[src/rtl/addsub_pkg.sv]
// Shared constants and encodings for the digit-serial adder/subtractor.
package addsub_pkg;

  localparam int unsigned DATA_W = 32;

  typedef enum logic [1:0] {
    IDLE    = 2'd0,
    COMPUTE = 2'd1,
    DONE    = 2'd2
  } state_e;

  typedef enum logic {
    OP_ADD = 1'b0,
    OP_SUB = 1'b1
  } op_e;

endpackage

[src/rtl/addsub_digit.sv]
// One DIGIT_W-bit ripple slice: sum, carry out, and carry into the slice MSB.
module addsub_digit #(
  parameter int unsigned DIGIT_W = 4
) (
  input  logic [DIGIT_W-1:0] x,
  input  logic [DIGIT_W-1:0] y,
  input  logic               cin,
  output logic [DIGIT_W-1:0] s,
  output logic               cout,
  output logic               c_msb
);

  localparam int unsigned SUM_W = DIGIT_W + 1;

  logic [DIGIT_W:0] sum_c;

  // Widened add; the MSB carry-in is recovered from the MSB sum bit.
  always_comb begin
    sum_c = {1'b0, x} + {1'b0, y} + SUM_W'(cin);
    s     = sum_c[DIGIT_W-1:0];
    cout  = sum_c[DIGIT_W];
    c_msb = sum_c[DIGIT_W-1] ^ x[DIGIT_W-1] ^ y[DIGIT_W-1];
  end

endmodule

[src/rtl/addsub_serial_32.sv]
// 32-bit add/subtract processed one DIGIT_W-bit digit per cycle, LSB digit first,
// with valid/ready handshakes on both sides.
module addsub_serial_32
  import addsub_pkg::*;
#(
  parameter int unsigned DIGIT_W = 4
) (
  input  logic              clk,
  input  logic              rst_n,
  input  logic              in_valid,
  output logic              in_ready,
  input  logic [DATA_W-1:0] a,
  input  logic [DATA_W-1:0] b,
  input  logic              sub,
  output logic              out_valid,
  input  logic              out_ready,
  output logic [DATA_W-1:0] result,
  output logic              cout,
  output logic              overflow
);

  localparam int unsigned NUM_DIGITS = DATA_W / DIGIT_W;
  localparam int unsigned CNT_W      = (NUM_DIGITS > 1) ? $clog2(NUM_DIGITS) : 1;
  localparam int unsigned DIGIT_SH   = $clog2(DIGIT_W);
  localparam logic [CNT_W-1:0] LAST_DIGIT = CNT_W'(NUM_DIGITS - 1);

  state_e              state_q, state_d;
  logic [DATA_W-1:0]   a_q, b_q, result_q;
  logic                carry_q, cout_q, ovf_q;
  logic [CNT_W-1:0]    cnt_q;
  logic                in_ready_q, out_valid_q;

  logic                load_c, step_c, last_c;
  logic [4:0]          base_c;
  logic [DIGIT_W-1:0]  x_c, y_c, s_c;
  logic                dcout_c, dmsb_c;

  // State register; handshake flags track the next state so they are flop outputs.
  always_ff @(posedge clk) begin
    if (!rst_n) begin
      state_q     <= IDLE;
      in_ready_q  <= 1'b1;
      out_valid_q <= 1'b0;
    end else begin
      state_q     <= state_d;
      in_ready_q  <= (state_d == IDLE);
      out_valid_q <= (state_d == DONE);
    end
  end

  // Next-state logic.
  always_comb begin
    state_d = state_q;
    unique case (state_q)
      IDLE:    if (in_valid)               state_d = COMPUTE;
      COMPUTE: if (cnt_q == LAST_DIGIT)    state_d = DONE;
      DONE:    if (out_ready)              state_d = IDLE;
      default:                             state_d = IDLE;
    endcase
  end

  // Datapath control strobes decoded from the current state.
  always_comb begin
    load_c = 1'b0;
    step_c = 1'b0;
    last_c = 1'b0;
    if (state_q == IDLE) begin
      load_c = in_valid;
    end
    if (state_q == COMPUTE) begin
      step_c = 1'b1;
      last_c = (cnt_q == LAST_DIGIT);
    end
  end

  // Select the current digit of both operands.
  always_comb begin
    base_c = 5'(32'(cnt_q) << DIGIT_SH);
    x_c    = a_q[base_c +: DIGIT_W];
    y_c    = b_q[base_c +: DIGIT_W];
  end

  addsub_digit #(
    .DIGIT_W (DIGIT_W)
  ) u_digit (
    .x     (x_c),
    .y     (y_c),
    .cin   (carry_q),
    .s     (s_c),
    .cout  (dcout_c),
    .c_msb (dmsb_c)
  );

  // Operand capture, per-digit accumulation and final flags.
  always_ff @(posedge clk) begin
    if (!rst_n) begin
      a_q      <= '0;
      b_q      <= '0;
      carry_q  <= 1'b0;
      cnt_q    <= '0;
      result_q <= '0;
      cout_q   <= 1'b0;
      ovf_q    <= 1'b0;
    end else if (load_c) begin
      a_q     <= a;
      b_q     <= b ^ {DATA_W{sub}};
      carry_q <= (op_e'(sub) == OP_SUB);
      cnt_q   <= '0;
    end else if (step_c) begin
      result_q[base_c +: DIGIT_W] <= s_c;
      carry_q <= dcout_c;
      cnt_q   <= cnt_q + CNT_W'(1);
      if (last_c) begin
        cout_q <= dcout_c;
        ovf_q  <= dmsb_c ^ dcout_c;
      end
    end
  end

  assign in_ready  = in_ready_q;
  assign out_valid = out_valid_q;
  assign result    = result_q;
  assign cout      = cout_q;
  assign overflow  = ovf_q;

endmodule

[config.mk]
export PLATFORM = sky130hd
export DESIGN_NAME = addsub_serial_32
export DESIGN_NICKNAME = d
export VERILOG_FILES = /design/src/rtl/addsub_pkg.sv /design/src/rtl/addsub_digit.sv /design/src/rtl/addsub_serial_32.sv
export SDC_FILE = /design/constraint.sdc
export NUM_CORES = 1
export LEC_CHECK = 0
export BUFFER_PORTS_ARGS = -buffer_cell sky130_fd_sc_hd__buf_2
export CAP_MARGIN = 20
export CORE_UTILIZATION = 45
export DETAILED_ROUTE_END_ITERATION = 10
export PLACE_DENSITY = 0.74
export SLEW_MARGIN = 10
export SYNTH_ARGS = -nofsm -noshare
export SYNTH_HDL_FRONTEND = slang
export SYNTH_SLANG_ARGS = --single-unit
export TNS_END_PERCENT = 20
[constraint.sdc]
create_clock -name clk -period 5 [get_ports clk]
set_clock_uncertainty 0.15 [all_clocks]
set_input_delay 0 -clock clk [delete_from_list [all_inputs] [get_ports clk]]
set_output_delay 0 -clock clk [all_outputs]
set_load 0.05 [all_outputs]
==> Yosys cells after proc, flatten, opt, wreduce, memory -nomap -nowiden <==
Cells that the tools add are included.
{ "totals": {"in_bits": 69, "wordCells": 44, "reg_bits": 106} }
{ "classes": {"n_addsub": 4, "reduce_logical": 6, "bitwise": 6, "n_eq_ne": 4, "shifts": 4, "n_mux": 10} }
{ "ops": {"columns": ["operator", "count"], "rows": [
  ["32-bit by 6-bit indexed part select with 4-bit output", 2],
  ["32-bit bitwise mux", 1],
  ["4-bit by 7-bit variable shift with 32-bit output, first input constant", 1],
  ["4-bit by 7-bit indexed part select with 32-bit output", 1],
  ["32-bit bitwise XOR", 1],
  ["5-bit negator with 7-bit output", 1],
  ["2-bit two-way mux", 3],
  ["2-bit case mux with 3 select lines", 1],
  ["4-bit by 4-bit adder with 5-bit output", 1],
  ["5-bit by 1-bit adder with 5-bit output", 1],
  ["1-bit two-way mux", 5],
  ["2-bit == test, second input constant", 2],
  ["2-bit zero test", 2],
  ["3-bit by 1-bit adder with 3-bit output, second input constant", 1],
  ["3-bit == test, second input constant", 1],
  ["3-bit AND reduction", 1],
  ["1-bit bitwise XOR", 3],
  ["2-bit by 1-bit == test with 1-bit output, second input constant", 1],
  ["1-bit inverter", 2],
  ["2-bit AND reduction", 1],
  ["2-bit nonzero test", 1],
  ["2-bit OR reduction", 1]
]} }

==> Longest topological paths before layout <==
{ "depth": {"ltp_word": 6, "mapped_depth": 12} }

==> Hierarchy <==
From an unflattened synthesis, not the netlist that was laid out.
{ "unflattened": {"cells_unflattened": 539, "hier_area_um2": 5103.6} }
{ "by_module_without_submodules": {"columns": ["mod", "cells_per_inst", "area_each_um2", "instances", "seq_area_each_um2"], "rows": [
  ["addsub_serial_32", 520, 4926.0, 1, 2122.0],
  ["addsub_digit", 19, 177.7, 1, 0.0]
]} }

==> Least setup slack after synthesis <==
OpenSTA, ideal clock, no wires.
{ "synth_timing": {"path_kind": "register -> register", "startpoint": "reg cnt_q[0]", "endpoint": "reg ovf_q (netlist: overflow)", "path_slack_ns": 1.312, "path_buffers": 2, "setup_ns": 0.127, "required_ns": 4.723, "arrival_ns": 3.412, "stages_incl_launch_ff": 13, "path_cell_list": "dfxtp_1 > buf_6 > buf_2 > mux4_2 > nand2_1 > nand2_1 > fa_1 > fa_1 > a2111o_1 > a211o_1 > o2111ai_1 > a211o_2 > o211ai_2"} }
{ "synth_via": {"elab_chain_len": 6} }
{ "synth_rtl": {"columns": ["item", "line", "text"], "rows": [
  ["from (decl)", "addsub_serial_32.sv:30", "logic [CNT_W-1:0] cnt_q;"],
  ["from (signal assigned)", "addsub_serial_32.sv:112", "cnt_q <= cnt_q + CNT_W'(1);"],
  ["32-bit by 6-bit indexed part select with 4-bit output, on equally long branches", "addsub_serial_32.sv:79, addsub_serial_32.sv:80", null],
  ["4-bit by 4-bit adder with 5-bit output", "addsub_digit.sv:19", "sum_c = {1'b0, x} + {1'b0, y} + SUM_W'(cin);"],
  ["5-bit by 1-bit adder with 5-bit output", "addsub_digit.sv:19", null],
  ["1-bit bitwise XOR (2 in series)", "addsub_digit.sv:22", "c_msb = sum_c[DIGIT_W-1] ^ x[DIGIT_W-1] ^ y[DIGIT_W-1];"],
  ["1-bit bitwise XOR", "addsub_serial_32.sv:115", "ovf_q <= dmsb_c ^ dcout_c;"],
  ["to (signal assigned)", "addsub_serial_32.sv:115", null],
  ["to (decl)", "addsub_serial_32.sv:29", "logic carry_q, cout_q, ovf_q;"]
]} }
Parallel ways exist; a longest one is shown, timed or not.
A chain may end at the register's enable or synchronous reset.

==> Worst setup path in the final report <==
Ends and elaborated chain as after synthesis.

==> flow_summary_export.csv <==
group,metric,value,unit
outcome,status,"finished, final reports clean",
synth,synth_area_leaders,"dfxtp_1, nand2_1, o211a_1, a21boi_0, xnor2_1",
synth,synth.distinct_cells,48,
critical_path,crit_fanout,11,
global_routing,grt_pass1_wl,19600,um
place,io_buffer_count,104,
sta,rsz0062_at_grt,"no",
finish,layout_common_cells,"nand2_1, dfxtp_1, buf_2",
sta,finalSetupViolations,0,
pwr,p_sw,503,uW
place,preCtsSetupSlack,1.02,ns
min_path,hold_start,"rst_n",
sta,period_share,0.797,
pwr,power.internal,1.46,mW
synth,synth_top_area_share,0.413,
pwr,seqPwrFrac,0.466,
synth,synth-seq-area-share,0.413,
routing,drc,0,
cts,cts.sinks,106,
run,cap_violations,0,
finish,area_growth,30.2,%
cts,clkTransAtPathRegs,0.07,ns
routing,wire_per_inst,14.1,um
sta,setup_slack,1.02,ns
finish,layout_commonest_cell,"nand2_1",
min_path,min_delay_worst_endpoint,"result[9]$_SDFFE_PN0P_",
cts,cts_resized,0,
sta,maxSlewHeadroom,0.403,
cts,cts_tree,"yes",
critical_path,r2r_end,"overflow$_SDFFE_PN0P_",
synth,synth_edf_count,0,
cts,cts-root-buf,"clkbuf_16",
synth,syn-num-nets,630,
routing,route.vias.total,4348,
critical_path,worstPathRequired,5.06,ns
global_routing,grt_pass1_vias,4228,
sta,fmax,251,MHz
routing,ant_nets,0,
routing,dr.pass1.iters,4,
critical_path,reg2reg_depth,11,
synth,synthArstFlopShare,0,
finish,diodes,0,
global_routing,grt_overflow,0,
pwr,p_per_area,293,nW/um2
global_routing,antenna_found_initial,0,
finish,drive_gt1_frac,0.214,
place,gp_congestion,0.791,
die,dieArea,11800,um2
finish,design_area,6690,um2
sta,hold_viol_final,0,
die,ios,105,
cts,clockBufferDepth,2,
routing,vias_per_cell,5.16,
synth,netlist_area,5130,um2
cts,cts_made_buffers,9,
critical_path,arrival,4.05,ns
sta,worst_pin_slew,0.896,ns
pwr,p_leak,3.11,nW
sta,layout_min_cycle_time,3.98,ns
critical_path,r2r_start,"cnt_q[0]$_SDFFE_PP0P_",
die,initial_utilization,0.468,
sta,slew_violations,0,
min_path,hold_path.class,"input pin to register",
place,placed_cell_area,5700,um2
die,placementRows,38,
global_routing,grt_max_degree,65,
cts,clk_latency,0.34,ns
synth,yosys.area.top_type,"dfxtp_1",
die,die_y,109,um
pwr,max-vdd-ir-drop,0.189,mV
routing,drtIter0Drc,257,
synth,syn_inst,549,
synth,ys_ff_latch,106,
global_routing,grt_util_all_layers,0.210,
pwr,swShare,0.257,
die,core,11000,um2
die,die_x,109,um
finish,layout.nets,778,
critical_path,crit_type,"register to register",
synth,ys.flop_type,"dfxtp_1",
critical_path,critPathLaunchType,"register",
critical_path,endpoint_kind,"register",
min_path,holdPathStages,2,
critical_path,ff2ff_setup_slack,1.02,ns
sta,setup_tns,0,ns
synth,synth.avg_cell_area,9.35,um2
routing,wirelength,11900,um
pwr,power_frac_comb,0.164,
pwr,power_frac_clock,0.370,
synth,yosysWarnings,0,
cts,htreeDepth,3,
place,dp_hpwl,8070,um
## critical path: stages, from the launching register on
cell and delay [ns]:
dfxtp_1 0.78, buf_4 0.31, mux4_2 0.50, nand2_1 0.08, nand2_1 0.08, fa_1 0.45, fa_1 0.47, a2111o_1 0.37
a211o_1 0.29, o2111ai_1 0.13, a211o_2 0.18, o211ai_2 0.07
## metal layers
layer	part of all wire	GRT usage
met1	0.44	0.253
met2	0.51	0.375
met3	0.040	0.0353
met4	0.017	0.0743
met5	0	0
## state kept, by name, summed over array words and instances, names as in the netlist
signal     count
state_q        2
overflow       1
cnt_q          3
a_q           32
carry_q        1
out_valid      1
b_q           32
cout           1
result        32
in_ready       1
## power groups by stage
stage	clock network, mW	logic [mW]	registers [mW]
after floorplan	0	0.201	0.928
after global placement	0	0.271	0.930
after detailed placement	0	0.278	0.931
after CTS	0.733	0.318	0.912
after global routing	0.772	0.354	0.917
final	0.725	0.321	0.912
## worst max-delay path by stage
stage / startpoint / end / slack, ns / depth (start not counted)
2_1_floorplan: cnt_q[0]$_SDFFE_PP0P_ / overflow$_SDFFE_PN0P_ / 1.31 / 12
3_3_place_gp: cnt_q[0]$_SDFFE_PP0P_ / overflow$_SDFFE_PN0P_ / 1.13 / 11
3_5_place_dp: cnt_q[0]$_SDFFE_PP0P_ / overflow$_SDFFE_PN0P_ / 1.02 / 11
4_1_cts: cnt_q[0]$_SDFFE_PP0P_ / overflow$_SDFFE_PN0P_ / 1.0 / 11
5_1_grt: cnt_q[0]$_SDFFE_PP0P_ / overflow$_SDFFE_PN0P_ / 0.82 / 11
6_report: cnt_q[0]$_SDFFE_PP0P_ / overflow$_SDFFE_PN0P_ / 1.02 / 11
## per-stage QoR
step / utilization / instances / total power [mW] / hold slack, ns
detailed placement: 0.519 / 759 / 1.21 / 0.111
finish: 0.609 / 842 / 1.96 / 0.188
global placement: 0.519 / 759 / 1.20 / 0.109
floorplan: - / 549 / 1.13 / -0.00508
CTS: 0.607 / 841 / 1.96 / 0.180
global route: 0.609 / 842 / 2.04 / 0.227
## final cells by class
class	instances	area [um2]
clock buffer	10	239
clock inverter	6	73.8
fill	925	4300
inverter	8	30.0
multi-input combinational	396	2810
sequential	106	2120
tap	140	175
timing repair buffer	176	1230
## cell usage after synthesis (all sizes together), types with 10 or more instances
master / number
a21boi: 49
buf: 13
clkbuf: 26
dfxtp: 106
ha: 10
mux2i: 12
mux4: 16
nand2: 145
nand3: 10
nor2: 19
nor2b: 16
o211a: 34
xnor2: 35
## cell families (layout without fill, tap and decap cells)
kind of cell	count (synthesis)	count (layout)	synth area share
xor+xnor	35	35	0.0612
simple gates	214	214	0.184
fa+ha+maj	12	12	0.0322
buf+inv	47	200	0.0392
compound gates	105	105	0.170
flops	106	106	0.413
mux	30	30	0.101
## repair_timing
item	CTS	global route
hold endpoints to repair	68	0
hold buffers	66	0
buffers inserted	0	0
Power figures use the tool's default switching activity.
